**src/rtl/mem_arbiter.sv**
```systemverilog
// -----------------------------------------------------------------------------
// mem_arbiter
//
// Shares the single external memory bus between instruction fetch and the
// MEM-stage load/store unit. It runs one bus transaction at a time, holds the
// requesting stage with a stall request until its data returns, and discards
// fetches that a branch flush has killed. A watchdog forces every transaction
// to complete within BUS_TIMEOUT wait cycles.
//
// Parameters
//   BUS_TIMEOUT   wait cycles without bus_ack before forced completion (1..65535)
//
// Ports
//   clk, reset            pipeline clock, asynchronous active-low reset
//   if_req/if_addr        fetch request and address (pc)
//   if_rdata/if_ready     fetched instruction and one-cycle completion pulse
//   flush                 branch taken: kills a pending or completing fetch
//   mem_req/mem_we/...    load/store request, address, store data, byte enables
//   mem_rdata/mem_ready   load data and one-cycle completion pulse
//   bus_*                 registered bus transaction fields, bus_rdata/bus_ack in
//   bus_err               one-cycle pulse on watchdog timeout
//   stall_req_if/_mem     combinational stall requests to pipeline control
// -----------------------------------------------------------------------------
module mem_arbiter #(
   parameter int unsigned BUS_TIMEOUT = 255
) (
   input  logic        clk,
   input  logic        reset,
   input  logic        if_req,
   input  logic [31:0] if_addr,
   output logic [31:0] if_rdata,
   output logic        if_ready,
   input  logic        flush,
   input  logic        mem_req,
   input  logic        mem_we,
   input  logic [31:0] mem_addr,
   input  logic [31:0] mem_wdata,
   input  logic [3:0]  mem_sel,
   output logic [31:0] mem_rdata,
   output logic        mem_ready,
   output logic        bus_req,
   output logic        bus_we,
   output logic [31:0] bus_addr,
   output logic [31:0] bus_wdata,
   output logic [3:0]  bus_sel,
   input  logic [31:0] bus_rdata,
   input  logic        bus_ack,
   output logic        bus_err,
   output logic        stall_req_if,
   output logic        stall_req_mem
);

   typedef enum logic [1:0] {
      S_IDLE     = 2'd0,
      S_IF_WAIT  = 2'd1,
      S_MEM_WAIT = 2'd2,
      S_DONE     = 2'd3
   } state_e;

   // The count value at which the next unacknowledged wait edge times out.
   localparam logic [15:0] WD_LAST = 16'(BUS_TIMEOUT - 1);

   state_e      state_q, state_d;
   logic        bus_req_q, bus_req_d;
   logic        bus_we_q, bus_we_d;
   logic [31:0] bus_addr_q, bus_addr_d;
   logic [31:0] bus_wdata_q, bus_wdata_d;
   logic [3:0]  bus_sel_q, bus_sel_d;
   logic [31:0] if_rdata_q, if_rdata_d;
   logic [31:0] mem_rdata_q, mem_rdata_d;
   logic        if_ready_q, if_ready_d;
   logic        mem_ready_q, mem_ready_d;
   logic        bus_err_q, bus_err_d;
   logic [15:0] wd_cnt_q, wd_cnt_d;
   logic        kill_q, kill_d;

   logic        in_wait;
   logic        ack_hit;
   logic        timeout_hit;
   logic        complete;
   logic        grant_mem;
   logic        grant_if;
   logic [31:0] ret_data;

   assign in_wait     = (state_q == S_IF_WAIT) || (state_q == S_MEM_WAIT);
   assign ack_hit     = in_wait & bus_ack;
   // An ack on the same edge as the timeout wins: the slave did return data.
   assign timeout_hit = in_wait & ~bus_ack & (wd_cnt_q == WD_LAST);
   assign complete    = ack_hit | timeout_hit;
   assign ret_data    = ack_hit ? bus_rdata : 32'h0;

   // MEM has fixed priority; a flush only blocks a fetch grant in this cycle.
   assign grant_mem   = (state_q == S_IDLE) & mem_req;
   assign grant_if    = (state_q == S_IDLE) & ~mem_req & if_req & ~flush;

   // ---------------------------------------------------------------- state reg
   always_ff @(posedge clk or negedge reset) begin
      if (!reset) begin
         state_q     <= S_IDLE;
         bus_req_q   <= 1'b0;
         bus_we_q    <= 1'b0;
         bus_addr_q  <= 32'h0;
         bus_wdata_q <= 32'h0;
         bus_sel_q   <= 4'h0;
         if_rdata_q  <= 32'h0;
         mem_rdata_q <= 32'h0;
         if_ready_q  <= 1'b0;
         mem_ready_q <= 1'b0;
         bus_err_q   <= 1'b0;
         wd_cnt_q    <= 16'h0;
         kill_q      <= 1'b0;
      end else begin
         state_q     <= state_d;
         bus_req_q   <= bus_req_d;
         bus_we_q    <= bus_we_d;
         bus_addr_q  <= bus_addr_d;
         bus_wdata_q <= bus_wdata_d;
         bus_sel_q   <= bus_sel_d;
         if_rdata_q  <= if_rdata_d;
         mem_rdata_q <= mem_rdata_d;
         if_ready_q  <= if_ready_d;
         mem_ready_q <= mem_ready_d;
         bus_err_q   <= bus_err_d;
         wd_cnt_q    <= wd_cnt_d;
         kill_q      <= kill_d;
      end
   end

   // --------------------------------------------------------------- next state
   always_comb begin
      state_d = state_q;
      case (state_q)
         S_IDLE: begin
            if (grant_mem)     state_d = S_MEM_WAIT;
            else if (grant_if) state_d = S_IF_WAIT;
         end
         S_IF_WAIT, S_MEM_WAIT: begin
            if (complete) state_d = S_DONE;
         end
         // DONE never grants, giving the requester one edge to move on.
         S_DONE:  state_d = S_IDLE;
         default: state_d = S_IDLE;
      endcase
   end

   // ----------------------------------------------------------- outputs/datapath
   always_comb begin
      bus_req_d   = bus_req_q;
      bus_we_d    = bus_we_q;
      bus_addr_d  = bus_addr_q;
      bus_wdata_d = bus_wdata_q;
      bus_sel_d   = bus_sel_q;
      if_rdata_d  = if_rdata_q;
      mem_rdata_d = mem_rdata_q;
      if_ready_d  = 1'b0;
      mem_ready_d = 1'b0;
      bus_err_d   = 1'b0;
      wd_cnt_d    = wd_cnt_q;
      kill_d      = kill_q;

      case (state_q)
         S_IDLE: begin
            if (grant_mem) begin
               bus_req_d   = 1'b1;
               bus_we_d    = mem_we;
               bus_addr_d  = mem_addr;
               bus_wdata_d = mem_wdata;
               bus_sel_d   = mem_sel;
               wd_cnt_d    = 16'h0;
            end else if (grant_if) begin
               // Fetches are always full-word reads.
               bus_req_d   = 1'b1;
               bus_we_d    = 1'b0;
               bus_addr_d  = if_addr;
               bus_wdata_d = 32'h0;
               bus_sel_d   = 4'hF;
               wd_cnt_d    = 16'h0;
               kill_d      = 1'b0;
            end
         end
         S_IF_WAIT: begin
            if (complete) begin
               bus_req_d = 1'b0;
               bus_err_d = timeout_hit;
               kill_d    = 1'b0;
               // A flush now or earlier in this transaction discards the data.
               if (!(kill_q | flush)) begin
                  if_rdata_d = ret_data;
                  if_ready_d = 1'b1;
               end
            end else begin
               wd_cnt_d = wd_cnt_q + 16'd1;
               if (flush) kill_d = 1'b1;
            end
         end
         S_MEM_WAIT: begin
            if (complete) begin
               bus_req_d   = 1'b0;
               bus_err_d   = timeout_hit;
               kill_d      = 1'b0;
               mem_rdata_d = ret_data;
               mem_ready_d = 1'b1;
            end else begin
               wd_cnt_d = wd_cnt_q + 16'd1;
            end
         end
         default: ;
      endcase
   end

   assign bus_req       = bus_req_q;
   assign bus_we        = bus_we_q;
   assign bus_addr      = bus_addr_q;
   assign bus_wdata     = bus_wdata_q;
   assign bus_sel       = bus_sel_q;
   assign if_rdata      = if_rdata_q;
   assign mem_rdata     = mem_rdata_q;
   assign if_ready      = if_ready_q;
   assign mem_ready     = mem_ready_q;
   assign bus_err       = bus_err_q;
   assign stall_req_if  = if_req & ~if_ready_q;
   assign stall_req_mem = mem_req & ~mem_ready_q;

endmodule
```
**config.mk**
```make
export PLATFORM = sky130hd
export DESIGN_NAME = mem_arbiter
export DESIGN_NICKNAME = d
export VERILOG_FILES = /design/src/rtl/mem_arbiter.sv
export SDC_FILE = /design/constraint.sdc
export NUM_CORES = 1
export LEC_CHECK = 0
export CAP_MARGIN = 30
export CORE_MARGIN = 5
export CORE_UTILIZATION = 38
export CTS_CLUSTER_SIZE = 30
export DETAILED_ROUTE_END_ITERATION = 10
export PLACE_DENSITY = 0.78
export RECOVER_POWER = 25
export REMOVE_ABC_BUFFERS = 1
export SYNTH_ARGS = -nofsm -noshare
export SYNTH_HDL_FRONTEND = slang
export SYNTH_SLANG_ARGS = --single-unit
export TNS_END_PERCENT = 50
```
**constraint.sdc**
```tcl
create_clock -name clk -period 1.9 [get_ports clk]
set_input_delay 0.19 -clock clk [delete_from_list [all_inputs] [get_ports clk]]
set_output_delay 0.19 -clock clk [all_outputs]
set_load 0.005 [all_outputs]
```
==> flow_summary.ini, run 1 <==
[timing]
unrepaired_setup_endpoints_after_global_routing = true
timing.final.setup_violations = 0
maxClockFrequency_mhz = 531.0
tightestPinTransition_ps = 1151
final_number_of_hold_violating_endpoints = 0
hold-worst-slack_ps = 325.9
final_min_period_over_clock_period_pct = 99.11
skew_ps = 13.43
slew_viol_final = 0
fin_crit_ps = 1883
relSlewSlack_pct = 23.27

[finish]
nets = 1001
final_layout_size_suffix_gt1_share_pct = 11.84
antenna-diode-count = 0
post_layout_instance_count_excluding_filler_cells = 1090
area_growth_pct = 61.79

[clocking]
cts_buffers = 17
clock_tree.htree_level_count = 4
clock_path_buffers = 2
cts.root.buffer_cell = clkbuf_16
tritoncts = yes
clock_sink_count = 156
clk_latency_ps = 420
clk_pin_slew_ps = 70

[synthesis]
syn-mean-instance-area_um2 = 11.60
synth-seq-cells = 156
synth.largest_area_cell = dfrtp_1
synth.top_cells.by_count = dfrtp_1, a22o_1, nand2_1
syn_std_cell_area_mm2 = 0.006401
synth_top_cells_by_area = dfrtp_1, a22o_1, nand2_1
synth_async_sr_flop_share_pct = 100.0
post_synth_inst_count = 552
synth_cell_types = 43
synth-warning-count = 0
yosys.area.top_type_share_pct = 60.99
synthMostInstantiatedCell = dfrtp_1
synth_enable_flop_cells = 0
postSynth.topFlopCell = dfrtp_1
synth.yosys.seq_area_share_pct = 60.99

[floorplanning]
initial_utilization_pct = 38.60
die_area_mm2 = 0.01954
i_o_pin_count = 278
design.core.area_mm2 = 0.01658
die_y_um = 139.8
die-width_um = 139.8
std_cell_rows = 47

[min_path]
worstHoldPathType = primary input to flip-flop
min_from = mem_addr[6]

[pwr]
totalPowerFinal_mw = 15.87
power.ir.vdd_worst_mv = 0.8091
power.leakage_nw = 4.503
pwr_density_mw_per_mm2 = 1532

[detailed_routing]
dr_wl_met3_um = 1408
initialDrtViolationCount = 337
route.met2.wl_um = 10320
detailroute.via_count = 5594
routed_length_on_met1_um = 8446
routed_via_density = 5.132
uppermost_signal_routing_layer_after_detailed_routing = met4
first_pass_iters = 5
wl_um = 20470
detail_route.wl_per_cell_um = 18.78
antenna_violating_nets_post_route = 0
drcViolationCount = 0

[placement]
numPortBuffers = 277
place_inst = 1055
detailedPlacementHpwl_um = 14620
gp_congestion = 0.8551

[worst_setup_path]
critical_path.max_stage_delay_ps = 360
crit_fanout = 16
arrival_ps = 2200
timing.critical_path.to_type = flip-flop
worst_ep_required_time_ps = 2210
worstSetupStartpointType = flip-flop
worstSetupStartpoint = state_q[0]
critPathKind = flip-flop to flip-flop
r2r_start = state_q[0]
critical_path.cell_chain = inv_2 > ha_4 > nor2b_4 > nand4_4 > o21ai_4 > nand2_4 > clkbuf_16 > a22o_1
timing.critical_path.slowest_stage_cell = dfrtp_1

[grt]
grt_antenna_before_repair = 0
global_route.overflow_total = 0
global_route.usage.total_pct = 20.62
grt_pass1_vias = 5898
grt_first_pass_wirelength_um = 32430
grt_start_max_net_pins = 55

[run_status]
run_status = complete, no violations

[run]
max_cap_violations = 0
[layout by cell type, fill, tap and decap left out, types with 3 or more instances in the layout]
cell / Yosys / routed
clkdlybuf4s50_1: 0 / 276
nand4_1: 4 / 4
or3_1: 7 / 7
o21ai_0: 13 / 13
nand2_1: 74 / 73
a22o_1: 97 / 97
inv_1: 7 / 5
clkbuf_16: 0 / 18
o22a_1: 5 / 4
inv_6: 0 / 6
dfrtp_1: 156 / 156
and3_1: 6 / 5
clkinv_4: 0 / 4
buf_4: 0 / 39
nand3_1: 4 / 4
xnor2_1: 3 / 3
buf_12: 0 / 8
a31oi_1: 32 / 32
a21oi_1: 7 / 7
nor2_1: 43 / 43
ha_1: 5 / 4
nand2b_1: 5 / 5
[area by class of cell]
type | count | area [µm²]
clock buffers | 18 | 439.2
clock inverters | 14 | 125.1
fillers | 1327 | 6227
inverters | 7 | 26.28
multi-input cells | 348 | 2320
flip-flops and latches | 156 | 3904
well taps | 220 | 275.3
repair buffers | 327 | 3267
[kinds of logic (layout without fill, tap and decap cells)]
logic type                 count (synthesis)  in the layout  synth area share (%)
AOI/OAI and AO/OA                        169            169                 20.50
xor gates and xnor gates                   5              5                0.6843
adders and majority gates                  5              5                0.9773
buffers and inverters                     48            366                 3.675
DFF                                      156            156                 60.99
muxes                                      1              1                0.1564
and+or+nand+nor                          168            168                 13.02
[power by group]
group / leakage, nW / internal, mW / switching, mW
clock network: 0.273 / 1.76 / 1.48
logic: 2.30 / 4.33 / 2.78
registers: 1.93 / 4.71 / 0.816
[path summary, 6_finish.rpt]
check,slack [ps],endpoint,cells past startpoint
max reg2reg,20,mem_rdata[8],8
min in group asynchronous,560,bus_wdata[25],2
max in group asynchronous,280,bus_addr[24],3
min reg2reg,500,bus_wdata[3],1
max,20,mem_rdata[8],8
min,330,bus_addr[6],3
[per-stage QoR]
step           setup TNS (ps)  setup WS [ps]  cell area (µm²)  util (%)
2_1_floorplan          -53030         -800.0             6192         -
3_3_place_gp           -315.6         -20.49             9726     58.65
3_5_place_dp            -4384         -78.22             9726     58.65
4_1_cts                -1.009         -1.009            10310     62.20
5_1_grt                 -1858         -50.76            10360     62.45
6_report                    0          16.93            10360     62.45
[registers in the layout, indices dropped and copies added (netlist names)]
name	flops
mem_ready	1
if_rdata	32
bus_req	1
mem_rdata	32
bus_addr	32
state_q	2
wd_cnt_q	16
bus_we	1
bus_err	1
kill_q	1
bus_sel	4
bus_wdata	32
if_ready	1
[repair_timing]
item	4_1_cts	5_1_grt
gates cloned	0	1
pin swaps	3	27
hold buffers	1	0
endpoints found under the hold margin	40	0
gates resized for setup	6	9
endpoints found under the setup margin	75	81
setup buffers	0	1
[worst max-delay path: cells and delay by family, from the launching register on]
kind                     cells  cell delay, ps
buffers and inverters        2             260
flip-flops                   1             360
adder cells (fa/ha/maj)      1             270
AND/OR/NAND/NOR              3             400
AO/OA/AOI/OAI                2             490
[layer usage]
metal  GRT usage, %  up-vias
met5              0        -
met4          5.150        0
met3          6.758       25
met2          34.31      204
met1          26.15     2731
li1               -     2634
(Power assumes the default switching activity.)
==> run 2: changes to the inputs <==
ABC_AREA = 1   (was not set)
CORE_UTILIZATION = 40   (was 38)
PLACE_DENSITY = 0.79   (was 0.78)
==> flow_summary.ini, run 2 <==
[grt]
grt_pass1_vias = 6663
grt_first_pass_wirelength_um = 34360
grt_antenna_before_repair = 1
grt_start_max_net_pins = 69
global_route.usage.total_pct = 21.19
global_route.overflow_total = 0

[timing]
timing.final.setup_violations = 0
slew_viol_final = 0
fin_crit_ps = 1785
skew_ps = 10.37
final_min_period_over_clock_period_pct = 93.97
tightestPinTransition_ps = 1319
maxClockFrequency_mhz = 560.1
final_number_of_hold_violating_endpoints = 0
relSlewSlack_pct = 12.08

[pwr]
p_comb_share_pct = 47.4
clkPwrFrac_pct = 19.7
power_switching_share_pct = 36.35
pwr_density_mw_per_mm2 = 1534
power.leakage_nw = 5.025
power_frac_seq_pct = 32.9
totalPowerFinal_mw = 16.63
power.ir.vdd_worst_mv = 0.9859
switchingPower_mw = 6.046
cellInternalPower_mw = 10.59

[finish]
area_growth_pct = 53.70
final_util_pct = 62.70
final_layout_size_suffix_gt1_share_pct = 8.318
antenna-diode-count = 0
most_frequent_cells_in_the_layout = clkdlybuf4s50_1, nand2_1, dfrtp_1
nets = 1249
final_common_cell = clkdlybuf4s50_1

[detailed_routing]
detail_route.wl_per_cell_um = 16.70
detailroute.via_count = 6717
wl_um = 22430
first_pass_iters = 5
antenna_violating_nets_post_route = 0
drcViolationCount = 0
initialDrtViolationCount = 409
routed_via_density = 5.001

[synthesis]
yosys.area.top_type_share_pct = 55.33
synthMostInstantiatedCell = nand2_1
synth_enable_flop_cells = 0
synth.top_cells.by_count = nand2_1, dfrtp_1, nor2_1
synth_async_sr_flop_share_pct = 100.0
synth_top_cells_by_area = dfrtp_1, nand2_1, nor2_1
syn_std_cell_area_mm2 = 0.007056
syn-mean-instance-area_um2 = 8.521
synth.largest_area_cell = dfrtp_1
synth.yosys.seq_area_share_pct = 55.33
synth-seq-cells = 156
synth-warning-count = 0
synth_cell_types = 31
post_synth_inst_count = 828
postSynth.topFlopCell = dfrtp_1

[worst_setup_path]
critPathKind = flip-flop to flip-flop
worstSetupStartpoint = state_q[1]
worst_ep_required_time_ps = 2200
r2r_start = state_q[1]
timing.critical_path.to_type = flip-flop
worstSetupStartpointType = flip-flop
crit_fanout = 16
arrival_ps = 2090

[run_status]
run_status = complete, no violations

[clocking]
cts_buffers = 17
clk_pin_slew_ps = 70
clk_latency_ps = 420
clock_tree.htree_level_count = 4
cts.root.buffer_cell = clkbuf_16
clock_sink_count = 156
clock_path_buffers = 2
tritoncts = yes

[floorplanning]
die_y_um = 142.8
die-width_um = 142.8
i_o_pin_count = 278
initial_utilization_pct = 40.79
design.core.area_mm2 = 0.01730
die_area_mm2 = 0.02039
std_cell_rows = 48

[min_path]
min_from = if_addr[11]
worstHoldPathType = primary input to flip-flop

[placement]
gp_congestion = 0.8886
detailedPlacementHpwl_um = 15950
numPortBuffers = 277

[run]
max_cap_violations = 0
-- run 2: cell count changes after synthesis, sizes merged, moves of 6 or more --
cell	before	now
or3	7	0
o21ai	16	80
inv	7	65
a22o	97	33
and3	6	0
nor2	43	95
nand2	75	265
nand3	5	25
buf	14	24
a21oi	7	1
-- run 2: area by class of cell --
class / count / area (µm²)
clock buffer: 18 / 439.2
clock inverter: 14 / 127.6
fill: 1462 / 6452
inverter: 67 / 254.0
multi-input combinational: 556 / 2696
sequential: 156 / 3904
tap: 225 / 281.5
timing repair buffer: 307 / 3142
-- run 2: critical path: stages (launching register included) --
cell       delay (ps)
dfrtp_1           370
inv_1              90
ha_4              320
nand2_1            90
nor2_4            130
nand3_4           100
nand2_4           100
inv_4              70
clkbuf_16         190
o21ai_0           150
nand2_1            60
-- run 2: layer usage --
metal  global-route usage, %  wire [µm]  up-vias  share of wire (%)
met5                       0         10        -              0.045
met4                   8.154        697        2                3.1
met3                   5.392       1404       47                6.3
met2                   35.04      11230      240                 50
met1                   26.83       9085     3189                 41
li1                        -          -     3239                  -
-- run 2: logic make-up (layout without fill, tap and decap cells) --
kind of cell | count (synthesis) | count (layout) | share of synthesized area (%)
AOI/OAI and AO/OA | 150 | 150 | 13.55
xor gates and xnor gates | 4 | 4 | 0.4966
adders and majority gates | 5 | 5 | 0.8867
buffers and inverters | 116 | 406 | 7.111
DFF | 156 | 156 | 55.33
and+or+nand+nor | 397 | 397 | 22.63
-- run 2: metrics by stage --
stage | setup slack, ps | instances | TNS [ps] | area (µm²) | hold slack, ps
2_1_floorplan | -2290 | 779 | -177140 | 6805 | -105.6
3_3_place_gp | 80.44 | 1306 | 0 | 10160 | 161.8
3_5_place_dp | -36.06 | 1306 | -218.1 | 10160 | 171.0
4_1_cts | 40.64 | 1339 | 0 | 10750 | 281.6
5_1_grt | -2.089 | 1343 | -2.089 | 10840 | 332.1
6_report | 114.5 | 1343 | 0 | 10840 | 324.8
-- run 2: power groups by stage --
stage               registers [mW]  clock network, mW  logic (mW)
floorplan                     5.54                  0        2.87
global placement              5.48                  0        7.44
CTS                           5.47               3.33        7.68
global route                  5.65               3.48        8.63
finish                        5.48               3.28        7.88
detailed placement            5.50                  0        7.60
-- run 2: timing repair --
action | in CTS | in global routing
gates resized for setup | 4 | 24
hold buffers | 1 | 0
setup buffers | 0 | 1
endpoints found under the setup margin | 25 | 70
hold endpoints to repair | 44 | 0
cloned | 0 | 3
-- run 2: path summary, 6_finish.rpt --
| path | endpoint | slack [ps] | cells after the start |
|---|---|---|---|
| max | if_rdata[29] | 110 | 10 |
| min | bus_addr[11] | 320 | 3 |
| max reg2reg | if_rdata[29] | 110 | 10 |
| min reg2reg | mem_rdata[29] | 480 | 2 |
| max in group asynchronous | bus_wdata[9] | 330 | 3 |
| min in group asynchronous | if_rdata[26] | 590 | 2 |
